**src/rtl/alu_nibble_seq.sv**
```systemverilog
// Sequencer that runs a WIDTH-bit operation through an external 4-bit alu,
// one nibble per cycle with carry chained between slices, LS nibble first.
module alu_nibble_seq #(
  parameter int WIDTH = 16
) (
  input  logic             clk,
  input  logic             rst,
  input  logic             in_valid,
  output logic             in_ready,
  input  logic [WIDTH-1:0] in_a,
  input  logic [WIDTH-1:0] in_b,
  input  logic             in_cin,
  input  logic [2:0]       in_ctrl,
  output logic             out_valid,
  input  logic             out_ready,
  output logic [WIDTH-1:0] out_result,
  output logic             out_cout,
  output logic [3:0]       alu_A,
  output logic [3:0]       alu_B,
  output logic             alu_Cin,
  output logic [2:0]       alu_Ctrl,
  input  logic [3:0]       alu_Output,
  input  logic             alu_Cout
);

  localparam int NSLICE = WIDTH / 4;
  localparam int IDXW   = (NSLICE > 1) ? $clog2(NSLICE) : 1;

  typedef enum logic [1:0] {
    IDLE = 2'd0,
    RUN  = 2'd1,
    DONE = 2'd2
  } state_t;

  state_t           state;
  state_t           next_state;
  logic [IDXW-1:0]  idx;
  logic [WIDTH-1:0] a_reg;
  logic [WIDTH-1:0] b_reg;
  logic [2:0]       ctrl_reg;
  logic             carry;
  logic [WIDTH-1:0] res;
  logic             cout_reg;
  logic             accept;
  logic             last;

  assign last       = (idx == IDXW'(NSLICE - 1));
  assign out_result = res;
  assign out_cout   = cout_reg;

  always_ff @(posedge clk) begin
    if (rst) begin
      state    <= IDLE;
      idx      <= '0;
      a_reg    <= '0;
      b_reg    <= '0;
      ctrl_reg <= '0;
      carry    <= 1'b0;
      res      <= '0;
      cout_reg <= 1'b0;
    end else begin
      state <= next_state;
      case (state)
        IDLE: begin
          if (accept) begin
            a_reg    <= in_a;
            b_reg    <= in_b;
            ctrl_reg <= in_ctrl;
            carry    <= in_cin;
            idx      <= '0;
          end
        end
        RUN: begin
          res[4*idx +: 4] <= alu_Output;
          carry           <= alu_Cout;
          // The final slice's carry becomes the op's carry-out; idx rewinds for the next op.
          if (last) begin
            cout_reg <= alu_Cout;
            idx      <= '0;
          end else begin
            idx <= idx + 1'b1;
          end
        end
        default: ;
      endcase
    end
  end

  always_comb begin
    next_state = state;
    in_ready   = 1'b0;
    out_valid  = 1'b0;
    accept     = 1'b0;
    alu_A      = 4'd0;
    alu_B      = 4'd0;
    alu_Cin    = 1'b0;
    alu_Ctrl   = 3'd0;
    case (state)
      IDLE: begin
        in_ready = ~rst;
        accept   = in_valid & ~rst;
        if (accept) next_state = RUN;
      end
      RUN: begin
        alu_A    = a_reg[4*idx +: 4];
        alu_B    = b_reg[4*idx +: 4];
        alu_Cin  = carry;
        alu_Ctrl = ctrl_reg;
        if (last) next_state = DONE;
      end
      DONE: begin
        out_valid = 1'b1;
        if (out_ready) next_state = IDLE;
      end
      default: next_state = IDLE;
    endcase
  end

endmodule
```
**config.mk**
```make
export PLATFORM = sky130hd
export DESIGN_NAME = alu_nibble_seq
export DESIGN_NICKNAME = d
export VERILOG_FILES = /design/src/rtl/alu_nibble_seq.sv
export SDC_FILE = /design/constraint.sdc
export NUM_CORES = 1
export LEC_CHECK = 0
export BUFFER_PORTS_ARGS = -buffer_cell sky130_fd_sc_hd__buf_2
export CAP_MARGIN = 20
export CORE_ASPECT_RATIO = 0.8
export CORE_MARGIN = 2
export CORE_UTILIZATION = 55
export DETAILED_ROUTE_END_ITERATION = 8
export PLACE_DENSITY = 0.84
export SLEW_MARGIN = 10
export SYNTH_ARGS = -nofsm -noshare
export SYNTH_HDL_FRONTEND = slang
export SYNTH_SLANG_ARGS = --single-unit
export TNS_END_PERCENT = 20
```
**constraint.sdc**
```tcl
create_clock -name clk -period 4.45 [get_ports clk]
set_clock_uncertainty 0.05 [all_clocks]
set_input_delay 0.2225 -clock clk [delete_from_list [all_inputs] [get_ports clk]]
set_output_delay 0.2225 -clock clk [all_outputs]
set_load 0.005 [all_outputs]
```
# Yosys cells after proc, flatten, opt, wreduce, memory -nomap -nowiden
# Cells that the tools add are included.
# word_totals
reg_bits	57
# classes
add_sub_neg	2
n_eq_ne	7
shifts	4
mux	17
bitwise_logic	2
reduce_logical	6
# op_table
op	n
4-bit negation with 34-bit output	1
4-bit by 34-bit variable shift with 16-bit output, first input constant	1
4-bit by 34-bit indexed part select with 16-bit output	1
16-bit by 5-bit indexed part select with 4-bit output	2
16-bit bitwise mux	1
2-bit two-way mux	5
4-bit two-way mux	2
2-bit != test, second input constant	4
2-bit case mux with 3 select lines	1
2-bit AND reduction	3
1-bit two-way mux	5
2-bit equality test, second input constant	2
2-bit case mux with 2 select lines	1
3-bit two-way mux	1
3-bit AND reduction	1
2-bit by 1-bit adder with 2-bit output, second input constant	1
2-bit by 1-bit equality test with 1-bit output, second input constant	1
2-bit logical NOT	1
1-bit case mux with 2 select lines	1
2-bit nonzero test	1
1-bit AND	1
1-bit NOT	1

# Longest topological paths before layout
# Gate-level depths: netlist of the first run.
# logic_depth
ltp_word	5
mapped_depth	7

# Worst setup path after synthesis of the first run
# OpenSTA, ideal clock, no wires.
# synth_timing
kind	register to register
startpoint	register idx[0]
endpoint	register res[12] (netlist: out_result[12])
arrival_ns	1.643
setup_slack_ns	2.687
path_stages_with_launch	7
n_path_buf	1
cell_sequence	dfxtp_1 buf_6 inv_1 ha_1 nor4b_4 nand4_1 a21oi_1
# synth_via
elab_chain_cells	3
elab_cells_between_ends	4
classes_between	1 x add/sub; 2 x shift; 1 x mux
# synth_rtl
element	line	source
from (decl)	37	logic [IDXW-1:0] idx;
from (signal assigned)	81	idx <= idx + 1'b1;
4-bit negation with 34-bit output *	74	res[4*idx +: 4] <= alu_Output;
4-bit by 34-bit indexed part select with 16-bit output or 4-bit by 34-bit variable shift with 16-bit output (tied branches)	74	
16-bit bitwise mux *	74	
to (signal, indexed assignment)	74	
to (decl)	42	logic [WIDTH-1:0] res;
# Every way passes the cells marked *; elsewhere a longest branch is shown, timed or not.
# A chain may end at the register's enable or synchronous reset.

# Worst setup path after layout of the first run
# layout_timing
startpoint	register idx[0]
endpoint	output alu_B[3]
# layout_via
elab_chain_cells	2
# layout_rtl
element	line	source
16-bit by 5-bit indexed part select with 4-bit output	106	alu_B = b_reg[4*idx +: 4];
4-bit two-way mux	98	case (state)
to (decl)	19	output logic [3:0] alu_B,
# No other way between the ends.

==> results of run 1 <==
## metal layers
layer  part of all wire  track usage  up-vias
li1                   -            -     1110
met1               0.44       0.2852     1008
met2               0.47       0.3708       74
met3              0.077      0.08635        6
met4              0.011       0.1419        0
met5                  0            0        -
## kinds of logic (layout without fill, tap and decap cells)
| kind of cell | after synthesis | count (layout) | share of synthesized area |
|---|---|---|---|
| DFF | 57 | 57 | 0.4453 |
| and+or+nand+nor | 128 | 128 | 0.2549 |
| AOI/OAI and AO/OA | 57 | 57 | 0.1269 |
| muxes | 9 | 9 | 0.07422 |
| buffers and inverters | 27 | 99 | 0.06934 |
| adders and majority gates | 6 | 6 | 0.02930 |
## area by class of cell
type | instances | area, sq um | area share
well taps | 60 | 75.07 | 0.02446
flip-flops and latches | 57 | 1141 | 0.3718
repair buffers | 78 | 397.9 | 0.1296
clock inverters | 2 | 10.01 | 0.003261
multi-input cells | 200 | 1244 | 0.4052
clock buffers | 14 | 182.7 | 0.05952
inverters | 5 | 18.77 | 0.006115
## worst register-to-register path, delay by kind of cell (launching register included)
family,cells,cell delay [ns]
buf+inv,1,0.26
simple gates,2,0.53
fa+ha+maj,1,0.44
flops,1,0.82
compound gates,1,0.15
## cells in the final DEF, fill, tap and decap left out
master	synthesis	final
a21oi_1	11	11
a31o_2	4	4
a32oi_1	5	5
and2_1	12	12
and3_1	1	1
and3b_1	1	1
and4_1	1	1
and4bb_2	2	2
buf_2	6	75
buf_4	4	3
clkbuf_1	4	1
clkbuf_8	0	13
clkinv_2	0	2
dfxtp_1	57	57
ha_1	6	6
inv_1	5	5
mux2i_1	1	1
mux4_2	8	8
nand2_1	80	80
nand2b_1	1	1
nand3_1	1	1
nand3b_1	4	4
nand4_1	8	8
nor2_1	5	5
nor2b_1	1	1
nor2b_4	1	1
nor3_1	3	3
nor3b_1	4	4
nor4b_4	2	2
o21a_1	1	1
o21ai_0	3	3
o21ai_1	32	32
o41ai_1	1	1
or3_1	1	1
## power breakdown
| part | switching (W) | internal [W] | total, W |
|---|---|---|---|
| logic | 0.0000630 | 0.0000589 | 0.000122 |
| registers | 0.0000215 | 0.000538 | 0.000560 |
| clock network | 0.000195 | 0.000261 | 0.000456 |
| total | 0.000279 | 0.000858 | 0.00114 |
## per-stage QoR
stage	std cells	worst slack, ns	util
3_5_place_dp	400	2.119	0.6333
5_1_grt	416	1.857	0.6758
3_3_place_gp	400	2.223	0.6333
6_report	416	2.129	0.6758
4_1_cts	416	2.100	0.6758
2_1_floorplan	284	2.687	-
## worst max-delay path by stage
stage	to	slack, ns	cells past startpoint
floorplan	out_result[12]	2.69	6
global placement	out_result[14]	2.22	5
detailed placement	out_result[15]	2.12	5
CTS	alu_A[3]	2.10	3
global route	out_result[14]	1.86	5
finish	alu_B[3]	2.13	3
==> metrics, run 1 <==
status finished, final reports clean; initial antenna violation count 0; Post CTS Setup Buffer Count 0; PwrDens between 300 and 400 nW/um^2; reg2reg end out_result[15]; cells along the critical path mux4_2, and2_1, buf_2; CTS Buf Count 9; Antenna Cells 0; Hold Path Origin in_b[4]; critical path class register to output port; dpl cell area between 2000 and 3000 sq um; ys flop type dfxtp_1; main area contributors after synthesis dfxtp_1 45%, nand2_1 12%, mux4_2 7.0%; CP startpoint idx[0]; Die ar. 5224 sq um; cell row count 22; CP max stage cell dfxtp_1; flop2flop setup slack between 2 and 2.5 ns; clock tree from TritonCTS done; vias in the first global route between 2,000 and 2,500; Worst path max stage delay just over 0.8 ns; hold endpoint b_reg[4]; Reg clk slew, reported paths roughly 0.06 ns; Seq cells post-synth 57; Area Overhead vs Synth 19.78%; vias per std cell roughly 5.3; filler instances 388; Starting Density 0.5642; GRT Util Overall 0.2395; DR WL/cell between 10 and 15 um; share of cells above drive strength 1 0.3090; Post-Layout Inst Area a little over 3000 sq um; Post-Syn Area between 2000 and 3000 sq um; Yosys top cell by area dfxtp_1; YS warnings 0; chip width 80.32 um; Die H 65.05 um; hpwl dp roughly 3800 um; WP data arrival between 2 and 2.5 ns; I/O Buffers 75; final WL about 5600 um; Post-layout nets between 400 and 500; crit path max fanout 15; drt pass-1 iters 4; delay-heaviest family, CP flip-flops; Core Footprint roughly 4500 sq um; CTS max path bufs 2; setup TNS 0 ns; actual slew at the worst max-slew pin roughly 0.77 ns; first-pass GRT wire length between 9000 and 10,000 um; total grt overflow 0; total power roughly 0.0011 W; worst path bufs/invs 1; synthesized netlist cell count 284; period utilization 0.5215; clock latency on the worst-skew pair between 0.3 and 0.4 ns; most numerous cell in the Yosys netlist nand2_1; GPL Wtd Cong 0.8119; clock root buffer master clkbuf_8; total of max-cap violations 0; startpoint types register; Slew HR 0.4869; Worst Hold Depth 3; WP data required about 4.2 ns; Post-synth top cells 80 x nand2_1, 57 x dfxtp_1, 32 x o21ai_1; Max Fclk between 400 and 500 MHz; Post-CTS Hold Fix Bufs 0; Final setup viols 0; Yosys top cell area share 0.4453; Post-synth EDFFs 0; Ports 76; Post-CTS Resized 0; RSZ-0062 raised after global routing no; HP Class primary input to register; Worst Setup End Kind output port; pin count of the biggest net entering global routing 50; final hold slack ~0.025 ns; H-tree lvl count 3; final hold violations 0; number of routed nets with antenna violations 0; Iter 0 DRT Violations 119; drc violations 0; worst r2r src idx[0]; ys async rst share 0; LEAKAGE 1.312 nW; Worst VDD drop around 220 uV; Mean Syn Cell Area about 9.0 sq um; max-slew violations 0; minimum clock period ~2.3 ns; CTS sink cnt 57; worst reg-to-reg path cell count 5; syn nets between 300 and 400; synth unique cells 34; via count ~2,200; post-synthesis sequential area ratio 0.4453
Power figures use the tool's default switching activity.
==> run 2, diff against run 1 <==
Settings changed: ABC_AREA set to 1, CORE_UTILIZATION 55 to 47, PLACE_DENSITY 0.84 to 0.76.
Clock period 4.45 ns to 2.1 ns, I/O delays scaled along.
==> run 2 against run 1 <==
  * Register-to-register slack got worse by 1.6 ns
  * Sequential cell count unchanged
  * Critical path depth increased by 1
  * Via count increased by 26%
  * Clock power increased to 2.8 times the previous value
  * Hold slack got worse by 0.020 ns
==> metrics, run 2 <==
status finished, final reports clean; LEAKAGE 1.752 nW (+34%); Compound-Gate Fraction of Synth Area 0.08410 (-0.04286); share of cells above drive strength 1 0.2568 (-0.05220); Post-CTS Resized 0 (unchanged); Worst VDD drop 449.9 uV (+110%); CTS max path bufs 2 (unchanged); Reg clk slew, reported paths 0.07 ns (about the same); Worst Hold Depth 3 (unchanged); pin count of the biggest net entering global routing 40 (-20%); max-slew violations 0 (unchanged); period utilization 0.8004; minimum clock period 1.681 ns; synth unique cells 26 (-24%); cell row count 24 (+9.1%); Post-Syn Area 2738 sq um (+6.8%); via count 2,777 (+26%); Post-synth top cells 76 x nand2_1, 66 x nand3_1, 57 x dfxtp_1; Post-layout nets 525 (+31%); Iter 0 DRT Violations 190 (+60%); Slew HR 0.6976 (+0.2107); Yosys top cell by area dfxtp_1; WP data arrival 1.53 ns (-0.52 ns); post-synthesis mux area share 0 (-0.07422); final WL 7083 um (+27%); dpl cell area 3133 sq um (+8.9%); Post-CTS Hold Fix Bufs 37 (+37); worst r2r src idx[1]; drc violations 0 (unchanged); Worst Setup End Kind output port; CTS sink cnt 57 (unchanged); Area Overhead vs Synth 36.84%; YS warnings 0 (unchanged); synthesized netlist cell count 365 (+29%); HP Class primary input to register; flop2flop setup slack 0.51 ns (-1.62 ns); dpl ws 0.5347 ns (-1.584 ns); drt pass-1 iters 4 (unchanged); final hold slack 0.005282 ns (-0.01969 ns); vias in the first global route 2,618 (+24%); GPL Wtd Cong 0.8176 (+0.70%); hold endpoint out_result[3]; ys flop type dfxtp_1; most numerous cell in the Yosys netlist nand2_1; vias per std cell 4.986 (-5.6%); commonest non-fill, non-tap cell in the layout nand2_1; H-tree lvl count 3 (unchanged); total power 0.002973 W (+160%); setup ws final 0.4192 ns (-1.710 ns); post-synthesis sequential area ratio 0.4168 (-0.02849); total of max-cap violations 0 (unchanged); Mean Syn Cell Area 7.500 sq um (-17%); final hold violations 0 (unchanged); XOR/XNOR share of the synthesized area 0 (unchanged); initial antenna violation count 0 (unchanged); clock latency on the worst-skew pair 0.35 ns (about the same); Die ar. 6455 sq um (+24%); hpwl dp 4445 um (+16%); total grt overflow 0 (unchanged); Post CTS Setup Buffer Count 0 (unchanged); worst reg-to-reg path cell count 6 (+1); Worst path max stage delay 0.45 ns (-0.37 ns); Hold Path Origin alu_Output[3]; Max Fclk between 500 and 600 MHz; setup TNS 0 ns (unchanged); syn nets 416 (+24%); chip width 89.33 um (+11%); commonest non-fill, non-tap cells in the layout 76 x nand2_1, 75 x buf_2, 66 x nand3_1; Ports 76 (unchanged); synthesized-area fraction occupied by adder cells 0.02742 (-0.001875); cells along the critical path buf_4, nand2_8, a21oi_1, buf_2; crit path max fanout 17 (+2); first-pass GRT wire length 11,560 um (+23%); GRT Util Overall 0.2316 (-0.007948); CTS Buf Count 9 (unchanged); clock tree from TritonCTS done; startpoint types register; Post-Layout Inst Area 3746 sq um (+22%); Antenna Cells 0 (unchanged); CP max stage cell dfxtp_1; Post-synth EDFFs 0 (unchanged); Starting Density 0.4955 (-0.06872); I/O Buffers 75 (unchanged); combinational family with the most area after synthesis simple AND/OR/NAND/NOR gates; clock root buffer master clkbuf_8; critical path class register to output port; main area contributors after synthesis dfxtp_1 42%, nand3_1 12%, nand2_1 10%; number of routed nets with antenna violations 0 (unchanged); Die H 72.26 um (+11%); PwrDens 793.7 nW/um^2 (+110%); Final setup viols 0 (unchanged); WP data required 1.95 ns (-2.23 ns); reg2reg end out_result[6]; Seq cells post-synth 57 (unchanged); actual slew at the worst max-slew pin 0.4536 ns (-0.3151 ns); RSZ-0062 raised after global routing no; ys async rst share 0 (unchanged); Synth Area in Simple Gates 0.3894 (+0.1345); Yosys top cell area share 0.4168 (-0.02849); DR WL/cell 12.72 um (-4.8%); Core Footprint 5525 sq um (+22%)
run 2: changes by cell type after synthesis, sizes merged, moves of 4 or more:
cell    before  now
and2        12    0
o21ai       35   17
nor3b        4    0
inv          5   16
nor2         5   47
nand3b       4    0
buf         17   21
a31o         4    0
a32oi        5    0
a21oi       11   29
mux4         8    0
nand3        1   78
nand4        8    4
run 2: power breakdown:
part,leakage (nW),switching (W),internal (W),total (W)
clock network,0.126,0.000454,0.000813,0.00127
logic,1.16,0.000302,0.000213,0.000515
registers,0.466,0.0000407,0.00115,0.00119
run 2: cells by family after synthesis:
family	after synthesis
compound gates	46
fa+ha+maj	6
buf+inv	42
flops	57
simple gates	214
run 2: cell type report:
cell class              count  area, sq um
fillers                   494         1779
multi-input cells         266         1371
flip-flops and latches     57         1141
repair buffers            122        820.8
clock buffers              10        137.6
clock inverters             6        105.1
well taps                  78        97.59
inverters                  18        72.57
run 2: critical path: cells and delay by family, from the launching register on:
kind,cells,cell delay (ns)
DFF,1,0.45
AOI/OAI and AO/OA,1,0.19
and+or+nand+nor,1,0.13
buffers and inverters,2,0.40
run 2: how the worst max path moves through the flow:
stage,from,endpoint,slack [ns]
after floorplan,idx[1],out_result[12],0.31
after global placement,idx[1],out_result[5],0.62
after detailed placement,idx[1],out_result[6],0.53
after CTS,state[0],alu_A[2],0.43
after global routing,idx[1],out_result[5],0.31
final,state[0],alu_A[2],0.42
run 2: layer usage:
layer,part of all wire,up-vias,track usage
li1,-,1428,-
met1,0.46,1248,0.3025
met2,0.46,85,0.3531
met3,0.050,16,0.06826
met4,0.024,0,0.1061
met5,0,-,0
run 2: stage by stage:
stage / utilization / instances
final: 0.6780 / 557
after global routing: 0.6780 / 557
after CTS: 0.6780 / 557
after detailed placement: 0.5670 / 504
after global placement: 0.5670 / 504
after floorplan: - / 365
==> run 3, diff against run 2 <==
Settings changed: ABC_AREA 1 to 0, CORE_UTILIZATION 47 to 46, PLACE_DENSITY 0.76 to 0.75.
Clock period 2.1 ns to 1.5 ns, I/O delays scaled along.
==> run 3 against run 2 <==
  * The run now ends with setup timing left
  * Clock power increased by 20%
  * First-iteration DRC count decreased by 51%
  * Combinational power rose by 11%
  * Global-route usage shrank 0.82 points
  * Die area decreased by 4.1%
  * Non-clock buffer count up 15
==> metrics, run 3 (synthesis results as in run 1) <==
final hold violations 0 (unchanged); CP max stage cell mux4_2; total power 0.003743 W (+26%); HP Class register to register; Reg clk slew, reported paths 0.06 ns (about the same); Die ar. 6187 sq um (-4.1%); Die H 70.76 um (-2.1%); hpwl dp 4157 um (-6.5%); FF+latch area 1151 sq um (+0.88%); WP data arrival 1.60 ns (+0.07 ns); PwrDens 982.2 nW/um^2 (+24%); via count 2,426 (-13%); status complete, but fails checks; Iter 0 DRT Violations 93 (-51%); failing checks setup timing; vias in the first global route 2,394 (-8.6%); period utilization 1.151; Antenna Cells 0 (unchanged); cell row count 24 (unchanged); Area Overhead vs Synth 48.73%; filler instances 407 (-18%); commonest non-fill, non-tap cells in the layout 80 x nand2_1, 70 x buf_2, 53 x dfxtp_1; Multi-input gate area 1301 sq um (-5.1%); cells along the critical path buf_12, mux4_2, and2_4, buf_6; H-tree lvl count 3 (unchanged); CTS max path bufs 2 (unchanged); CTS sink cnt 57 (unchanged); setup TNS -2.220 ns (-2.220 ns); Slew HR 0.7719 (+0.07422); final WL 6783 um (-4.2%); Core Footprint 5405 sq um (-2.2%); minimum clock period 1.726 ns; I/O Buffers 75 (unchanged); Worst Setup End Kind output port; startpoint types register; initial antenna violation count 0 (unchanged); GPL Wtd Cong 0.8230 (+0.66%); LEAKAGE 1.616 nW (-7.8%); clock root buffer master clkbuf_8; fin util 0.7051 (+0.02710); WP data required 1.37 ns (-0.58 ns); GRT Util Overall 0.2234 (-0.008203); share of cells above drive strength 1 0.3422 (+0.08538); chip width 87.45 um (-2.1%); drc violations 0 (unchanged); total of max-cap violations 0 (unchanged); total grt overflow 0 (unchanged); clock latency on the worst-skew pair 0.33 ns (-0.02 ns); drt pass-1 iters 4 (unchanged); max-slew violations 0 (unchanged); CP startpoint idx[0]; setup ws final -0.2259 ns (-0.6451 ns); DR WL/cell 14.13 um (+11%); Layout Cells excl Fill 480 (-14%); Hold Path Origin ctrl_reg[2]; dpl ws -0.01889 ns (-0.5536 ns); CTS Buf Count 9 (unchanged); critical path class register to output port; Post-layout nets 461 (-12%); Final setup viols 25 (+25); worst r2r src idx[0]; Starting Density 0.4741 (-0.02140); RSZ-0062 raised after global routing yes; Max Fclk approximately 580 MHz; delay-heaviest family, CP multiplexers; Ports 76 (unchanged); commonest non-fill, non-tap cell in the layout nand2_1; first-pass GRT wire length 10,630 um (-8.0%); vias per std cell 5.054 (+1.4%); Worst VDD drop 645.1 uV (+43%); crit path max fanout 4 (-13); number of routed nets with antenna violations 0 (unchanged); flop2flop setup slack -0.09 ns (-0.60 ns); actual slew at the worst max-slew pin 0.3418 ns (-0.1117 ns); worst path bufs/invs 2 (unchanged); pin count of the biggest net entering global routing 34 (-15%); Inst Count DP 417 (-17%); clock tree from TritonCTS done; Worst path max stage delay 0.49 ns (+0.04 ns)
run 3: area by class of cell:
cell class                      instances  share of cell area
Clock buffer                           10             0.03349
Clock inverter                          6             0.02167
Inverter                                5            0.006238
Multi-Input combinational cell        200              0.3414
Sequential cell                        57              0.3020
Tap cell                               65             0.02134
Timing Repair Buffer                  137              0.2738
run 3: per-layer routing:
layer,share of wire,global-route usage,routed length (um)
met5,0,0,0
met1,0.44,0.2674,2976
met3,0.054,0.06534,363
met2,0.50,0.3830,3376
met4,0.0099,0.07521,67
run 3: what timing repair did:
action	4_1_cts	5_1_grt
setup endpoints to repair	23	29
hold buffers	43	1
gates resized for setup	14	11
endpoints found under the hold margin	45	1
buffers inserted	2	1
pin swaps	14	1
run 3: worst register-to-register path: cells and delay by family, from the launching register on:
family	cells	cell delay [ns]
AO/OA/AOI/OAI	1	0.23
buffers and inverters	2	0.19
flip-flops	1	0.39
AND/OR/NAND/NOR	2	0.33
adder cells (fa/ha/maj)	1	0.29
run 3: path summary, 6_finish.rpt:
| check | endpoint | cells past startpoint |
|---|---|---|
| max | alu_A[3] | 4 |
| min | ctrl_reg[2] | 2 |
| max reg2reg | out_result[3] | 6 |
| min reg2reg | ctrl_reg[2] | 2 |
run 3: report_power, final:
part | total [W] | internal [W] | switching (W)
clock network | 0.00153 | 0.000926 | 0.000602
registers | 0.00164 | 0.00160 | 0.0000476
logic | 0.000572 | 0.000323 | 0.000249
run 3: through the flow:
stage / instance area (sq um) / hold slack, ns
after floorplan: 2590 / 0.1336
after global placement: 3040 / 0.2184
after detailed placement: 3040 / 0.2280
after CTS: 3754 / 0.006001
after global routing: 3811 / 0.4226
final: 3811 / 0.3952
